===== src/rtl/matrix_pkg.sv =====
// Shared types and helpers for the LED matrix row scanner.
package matrix_pkg;

    localparam int ROWS  = 8;
    localparam int COLS  = 8;
    localparam int ROW_W = 3;

    typedef logic [COLS-1:0] row_t;

    typedef enum logic {
        BLANK = 1'b0,
        DRIVE = 1'b1
    } scan_state_e;

    // Column drive value that leaves every LED dark.
    function automatic row_t col_off(input logic active_low);
        return active_low ? '1 : '0;
    endfunction

    // Map active-high pixel bits onto the column driver polarity.
    function automatic row_t col_drive(input row_t pix, input logic active_low);
        return active_low ? ~pix : pix;
    endfunction

endpackage


===== src/rtl/scan_prescaler.sv =====
// Row-slot prescaler: counts 0..CLK_DIV-1 and flags the last blank cycle
// and the last cycle of the slot.
module scan_prescaler #(
    parameter int CLK_DIV      = 1000,
    parameter int BLANK_CYCLES = 16
) (
    input  logic clk,
    input  logic rst_n,
    output logic blank_end,
    output logic slot_end
);

    localparam int PW = (CLK_DIV > 1) ? $clog2(CLK_DIV) : 1;
    // With no blank period there is no blank_end cycle; index 0 is a dummy.
    localparam int BE = (BLANK_CYCLES > 0) ? BLANK_CYCLES - 1 : 0;

    logic [PW-1:0] cnt;

    assign slot_end  = (cnt == PW'(CLK_DIV - 1));
    assign blank_end = (BLANK_CYCLES > 0) && (cnt == PW'(BE));

    // Free-running slot counter, wraps at the end of each slot.
    always_ff @(posedge clk or negedge rst_n) begin
        if (!rst_n)        cnt <= '0;
        else if (slot_end) cnt <= '0;
        else               cnt <= cnt + PW'(1);
    end

endmodule


===== src/rtl/matrix_row_scanner.sv =====
// Row-scan driver for an 8x8 LED matrix with a double-buffered frame,
// per-slot blanking and frame-boundary buffer swap.
module matrix_row_scanner
    import matrix_pkg::*;
#(
    parameter int CLK_DIV        = 1000,
    parameter int BLANK_CYCLES   = 16,
    parameter bit COL_ACTIVE_LOW = 1'b1
) (
    input  logic             clk,
    input  logic             rst_n,
    input  logic             wr_valid,
    input  logic [ROW_W-1:0] wr_row,
    input  logic [COLS-1:0]  wr_data,
    output logic             wr_ready,
    input  logic             frame_done,
    output logic             swap_pending,
    output logic [ROW_W-1:0] row_sel,
    output logic [COLS-1:0]  col_out,
    output logic             blank,
    output logic             frame_tick
);

    logic                       blank_end;
    logic                       slot_end;
    scan_state_e                state_q;
    scan_state_e                state_nxt;
    logic [ROW_W-1:0]           row_nxt;
    logic                       sel_q;
    logic                       sel_nxt;
    logic                       pending_nxt;
    logic                       wrap;
    logic                       swap_now;
    row_t [1:0][ROWS-1:0]       frame_q;
    logic                       blank_d;
    row_t                       col_d;
    logic                       tick_d;

    scan_prescaler #(
        .CLK_DIV      (CLK_DIV),
        .BLANK_CYCLES (BLANK_CYCLES)
    ) u_presc (
        .clk       (clk),
        .rst_n     (rst_n),
        .blank_end (blank_end),
        .slot_end  (slot_end)
    );

    // Frame boundary is the last cycle of row 7's slot.
    assign wrap     = slot_end && (row_sel == ROW_W'(ROWS - 1));
    assign swap_now = wrap && swap_pending;
    assign row_nxt  = slot_end ? row_sel + ROW_W'(1) : row_sel;
    assign sel_nxt  = swap_now ? ~sel_q : sel_q;

    // A request arriving while a swap is pending (or on the swap edge) is ignored.
    always_comb begin
        pending_nxt = swap_pending;
        if (swap_now)        pending_nxt = 1'b0;
        else if (frame_done) pending_nxt = 1'b1;
    end

    // Scan state register.
    always_ff @(posedge clk or negedge rst_n) begin
        if (!rst_n) state_q <= BLANK;
        else        state_q <= state_nxt;
    end

    // Next scan state: each slot opens blanked, then drives after the gap.
    always_comb begin
        state_nxt = state_q;
        if (BLANK_CYCLES == 0) state_nxt = DRIVE;
        else if (slot_end)     state_nxt = BLANK;
        else if (blank_end)    state_nxt = DRIVE;
    end

    // Output values for the next cycle, built from next-cycle row and front
    // select so row_sel, blank and col_out always move together.
    always_comb begin
        blank_d = (state_nxt == BLANK);
        col_d   = col_off(COL_ACTIVE_LOW);
        if (!blank_d) col_d = col_drive(frame_q[sel_nxt][row_nxt], COL_ACTIVE_LOW);
        tick_d  = wrap;
    end

    // Registered display outputs and row counter.
    always_ff @(posedge clk or negedge rst_n) begin
        if (!rst_n) begin
            row_sel    <= '0;
            blank      <= 1'b1;
            col_out    <= col_off(COL_ACTIVE_LOW);
            frame_tick <= 1'b0;
        end else begin
            row_sel    <= row_nxt;
            blank      <= blank_d;
            col_out    <= col_d;
            frame_tick <= tick_d;
        end
    end

    // Swap handshake: front select, pending flag and write-ready.
    always_ff @(posedge clk or negedge rst_n) begin
        if (!rst_n) begin
            sel_q        <= 1'b0;
            swap_pending <= 1'b0;
            wr_ready     <= 1'b1;
        end else begin
            sel_q        <= sel_nxt;
            swap_pending <= pending_nxt;
            wr_ready     <= !pending_nxt;
        end
    end

    // Back-buffer writes; writes are blocked while a swap is pending, so the
    // swap edge never coincides with a write and the front is never touched.
    always_ff @(posedge clk or negedge rst_n) begin
        if (!rst_n) begin
            frame_q <= '0;
        end else if (wr_valid && wr_ready) begin
            frame_q[~sel_q][wr_row] <= wr_data;
        end
    end

endmodule


===== config.mk =====
export PLATFORM = sky130hd
export DESIGN_NAME = matrix_row_scanner
export DESIGN_NICKNAME = d
export VERILOG_FILES = /design/src/rtl/matrix_pkg.sv /design/src/rtl/scan_prescaler.sv /design/src/rtl/matrix_row_scanner.sv
export SDC_FILE = /design/constraint.sdc
export NUM_CORES = 1
export LEC_CHECK = 0
export CAP_MARGIN = 20
export CELL_PAD_IN_SITES_DETAIL_PLACEMENT = 0
export CELL_PAD_IN_SITES_GLOBAL_PLACEMENT = 1
export CORE_AREA = 2 2 124 126
export DETAILED_ROUTE_END_ITERATION = 8
export DIE_AREA = 0 0 126 128
export PLACE_DENSITY_LB_ADDON = 0.3
export SYNTH_ARGS = -nofsm -noshare
export SYNTH_HDL_FRONTEND = slang
export SYNTH_SLANG_ARGS = --single-unit

===== constraint.sdc =====
create_clock -name clk -period 3.4 [get_ports clk]
set_clock_uncertainty 0.2 [all_clocks]
set_input_delay 1.02 -clock clk [delete_from_list [all_inputs] [get_ports clk]]
set_output_delay 1.02 -clock clk [all_outputs]
set_load 0.03 [all_outputs]

# Word-level counts from Yosys, hierarchy flattened
# Index checks and enable logic that the tools add are counted.
# word_totals
inputBits	15
regBits	155
# classes
eq_ne	3
reduce_logical	6
n_addsub	2
order_cmp	6
bitwise_logic	3
muxes	17
# op_table
op	n
2-to-1 mux 64 bit	3
bitwise mux 128 bit	1
demux 64 bit (select 1 bit)	1
binary-select mux 8 bit (select 3 bit)	1
demux 8 bit (select 3 bit)	1
2-to-1 mux 8 bit	3
adder 10 x 1 -> 10 bit (second input constant)	1
equality test 10 bit (second input constant)	1
equality test 10 x 4 -> 1 bit (second input constant)	1
2-to-1 mux 10 bit	1
< comparator 3 x 4 -> 1 bit (second input constant)	2
inverter 8 bit	1
logical AND 1 bit	5
2-to-1 mux 1 bit	5
< comparator 1 x 2 -> 1 bit (second input constant)	2
adder 3 x 1 -> 3 bit (second input constant)	1
equality test 3 bit (second input constant)	1
greater-or-equal comparator 3 x 1 -> 1 bit (second input constant)	1
2-to-1 mux 3 bit	1
inverter 1 bit	2
greater-or-equal comparator 1 bit (second input constant)	1
logical NOT 1 bit	1

# Logic depth before layout (Yosys ltp)
# logic_depth
word_depth	10
mapped_depth	11
ltp_nobuf	9

# Modules after synthesis
# Synthesis repeated with hierarchy kept, for this count alone.
# hier_totals
cells_unflattened	457
area_unflattened_um2	6871.6
# by_module_without_submodules
mod	cells_each	instances	area_each_um2
matrix_row_scanner	411	1	6382.4
scan_prescaler	46	1	489.2

# Worst setup path after synthesis
# No wires, ideal clock.
# synth_timing
kind	register to register
from	register row_sel[1]
to	register col_out[3]
slack_ns	0.517
setup_ns	0.083
stages_incl_launch_ff	11
arrival_ns	2.600
synth_period_minus_slack_ns	2.883
required_time_ns	3.117
cell_sequence	dfrtp_1 ha_1 ha_1 and2_1 nand4_4 xor2_4 inv_2 buf_6 mux4_2 a22o_1 a41oi_1
# synth_between
elab_chain_cells	10
# synth_rtl
item	line_no	source
start: declaration	matrix_row_scanner.sv:18	output logic [ROW_W-1:0] row_sel,
start signal: assignment	matrix_row_scanner.sv:93	row_sel <= row_nxt;
equality test 3 bit	matrix_row_scanner.sv:50	assign wrap = slot_end && (row_sel == ROW_W'(ROWS - 1));
logical AND 1 bit	matrix_row_scanner.sv:50	
logical AND 1 bit	matrix_row_scanner.sv:51	assign swap_now = wrap && swap_pending;
2-to-1 mux 1 bit	matrix_row_scanner.sv:53	assign sel_nxt = swap_now ? ~sel_q : sel_q;
2-to-1 mux 64 bit (not written as such) (2 in a row)	matrix_row_scanner.sv:81	if (!blank_d) col_d = col_drive(frame_q[sel_nxt][row_nxt], COL_ACTIVE_LOW);
binary-select mux 8 bit (select 3 bit) *	matrix_row_scanner.sv:81	
2-to-1 mux 8 bit (not written as such) *	matrix_row_scanner.sv:81	
inverter 8 bit *	matrix_pkg.sv:22	return active_low ? ~pix : pix;
2-to-1 mux 8 bit *	matrix_row_scanner.sv:81	
named net col_d[3]	matrix_row_scanner.sv:36	row_t col_d;
end signal: assignment	matrix_row_scanner.sv:90	col_out <= col_off(COL_ACTIVE_LOW);
end signal: assignment	matrix_row_scanner.sv:95	col_out <= col_d;
end: declaration	matrix_row_scanner.sv:19	output logic [COLS-1:0] col_out,
# The timed path passes the listed nets; every way through them passes the cells marked *. The select of a mux whose other input is x is not followed.
# A chain may end at the register's enable or synchronous reset.

# Final worst setup path
# layout_timing
from	register row_sel[1]
to	register col_out[7]
# Same word-level chain as after synthesis.

==> flow_summary.yaml <==
critical_path:
  worstPathArrival_ps: 3090
  path_class: "flop to flop"
  end_kind: "flop"
  cp-start-kind: "flop"
  crit_fanout: 16
  required_ps: 3540
power_and_ir_drop:
  vdd_drop_max_mv: 0.3561
  total_power_w: 0.003834
  p_per_area_nw_per_um2: 469.2
  leakage_nw: 3.792
logic_synthesis:
  async_flop_share: 1.000
  ys_seq_elements: 155
  post-synth-top-count-cell: "dfrtp_1"
  synthFlopType: "dfrtp_1"
  synthCells: 510
  synth_top_area_frac: 0.5216
  synth_cell_types: 44
  synth_nets: 528
  synth.avg_cell_area_sq_um: 13.64
  yosys-top-cells-area: "dfrtp_1 52%, mux2_2 21%, mux4_2 5.2%"
  syn_area_sq_um: 6957
  ys_seq_area_frac: 0.5594
  synthTopCellsByCount: "145 x dfrtp_1, 129 x mux2_2, 57 x nand2_1"
  yosysTopAreaCell: "dfrtp_1"
  synth_edf_count: 0
  yosys_warnings: 0
cts:
  cts-resized-gates: 0
  cts_buffers: 17
  clk_pin_slew_ps: 60
  clk_latency_ps: 420
  clk_path_buf_depth: 2
  cts.sinks: 155
  cts_setup_buffers: 0
  cts_tree: "yes"
  root_buffer: "clkbuf_16"
  ctsHoldBuffers: 0
  htreeDepth: 4
sta:
  finalCritPeriodShare: 0.8676
  fin_hold_ws_ps: 257.0
  rsz0062_at_grt: "no"
  max_freq_mhz: 339.0
  setup_viol: 0
  slew_headroom: 0.3467
  tightest_slew_ps: 971.8
  finalHoldViolCount: 0
  maxSlewViolCount: 0
  period_needed_ps: 2950
  final.setup.tns_ps: 0
routing:
  dr_total_vias: 4288
  dr.pass1.iters: 4
  drt_iter0_drc: 225
  wl_per_cell_um: 20.27
  ant_nets: 0
  wirelength_mm: 15.38
  drc: 0
  viasPerCell: 5.650
floorplanning:
  start_util: 0.4680
  ios: 30
  row_count: 45
  dieHeight_um: 128
  core_sq_um: 14860
  dieArea_sq_um: 16130
  die_x_um: 126
finish:
  syn2layout_area_growth_pct: 17.45
  finalNonFillerCells: 759
  nets: 576
  n_antenna_cell: 0
  layout-drive-gt1-share: 0.3853
  fillers: 1229
status:
  outcome: "complete, no violations"
grt:
  grt_start_max_net_pins: 69
  grt_overflow: 0
  grt_pass1_wl_mm: 25.74
  grt_usage: 0.2086
  grt_pass1_vias: 4687
  antenna_found_initial: 0
placed_design:
  port_buffers: 29
  dp_hpwl_mm: 10.09
  gp_congestion: 0.7710
  placedCellCount: 726
run:
  maxCapViolCount: 0
min_path:
  hp-class: "flop to flop"
-- report_power, final --
group | internal, W | switching (W)
registers | 0.00186 | 0.00000801
logic | 0.0000330 | 0.0000698
clock network | 0.00111 | 0.000755
-- registers in the layout (all words and copies together) (netlist names) --
| register | count |
|---|---|
| col_out | 8 |
| swap_pending | 1 |
| wr_ready | 1 |
| row_sel | 3 |
| blank | 1 |
| state_q | 1 |
| frame_tick | 1 |
| sel_q | 1 |
| frame_q | 128 |
| u_presc.cnt | 10 |
-- worst max-delay path, cell delays in order (launching register included) --
cell	delay, ps
dfrtp_1	490
ha_1	200
ha_1	140
and2_1	220
nand4_4	150
xor2_4	180
inv_2	80
buf_12	180
mux4_2	510
a22o_1	280
a41oi_1	200
-- stage by stage --
stage / setup WS, ps / utilization / instance area, sq um
after detailed placement: 354.7 / 0.5096 / 7575
after global placement: 357.2 / 0.5096 / 7575
after CTS: 418.5 / 0.5492 / 8163
after floorplan: 516.5 / - / 6957
after global routing: 237.1 / 0.5497 / 8170
final: 450.1 / 0.5497 / 8170
-- area by class of cell --
cell class,instances,area (sq um),share of cell area
clock buffer,20,446.7,0.05467
clock inverter,12,141.4,0.01730
inverter,6,22.52,0.002757
multi-input combinational,325,2937,0.3594
sequential,155,3891,0.4763
tap,188,235.2,0.02879
timing repair buffer,53,496.7,0.06080
-- final timing paths --
check,end,startpoint,slack [ps],cells after the start
worst max-delay path,col_out[7]$_DFF_PN1_,row_sel[1]$_DFF_PN0_,450,10
worst min-delay path,u_presc.cnt[0]$_DFF_PN0_,u_presc.cnt[0]$_DFF_PN0_,260,1
worst max register to register,col_out[7]$_DFF_PN1_,row_sel[1]$_DFF_PN0_,450,10
worst min register to register,u_presc.cnt[0]$_DFF_PN0_,u_presc.cnt[0]$_DFF_PN0_,260,1
max in group asynchronous,col_out[2]$_DFF_PN1_,rst_n,1820,2
min in group asynchronous,frame_q[48]$_DFFE_PN0P_,rst_n,390,1
-- routing by layer --
layer | track usage | share of wire | up-vias
met5 | 0 | 0 | -
met4 | 0.07369 | 0.017 | 0
met3 | 0.03381 | 0.025 | 21
met2 | 0.3450 | 0.50 | 58
met1 | 0.2817 | 0.46 | 2262
li1 | - | - | 1947
-- cell usage in the layout (no fill, tap or decap), drive strengths merged, types with 8 or more instances in the layout --
| master | synthesis | routed |
|---|---|---|
| mux2 | 129 | 129 |
| a32oi | 8 | 8 |
| a41oi | 8 | 8 |
| dfrtp | 145 | 145 |
| nand2 | 57 | 57 |
| buf | 8 | 24 |
| nor2 | 21 | 21 |
| mux4 | 16 | 16 |
| clkdlybuf4s50 | 0 | 28 |
| nand3 | 22 | 22 |
| inv | 6 | 8 |
| clkbuf | 16 | 21 |
| a22o | 8 | 8 |
| dfstp | 10 | 10 |
| mux2i | 9 | 9 |
-- cell families (layout without fill, tap and decap cells) --
logic type	after synthesis	in the layout	synth area share
flops	155	155	0.5594
mux	154	154	0.2736
simple gates	126	126	0.08939
compound gates	34	34	0.03993
buf+inv	30	91	0.01853
xor+xnor	8	8	0.01385
fa+ha+maj	3	3	0.005396
No activity file was read; power rests on OpenSTA's default activity.
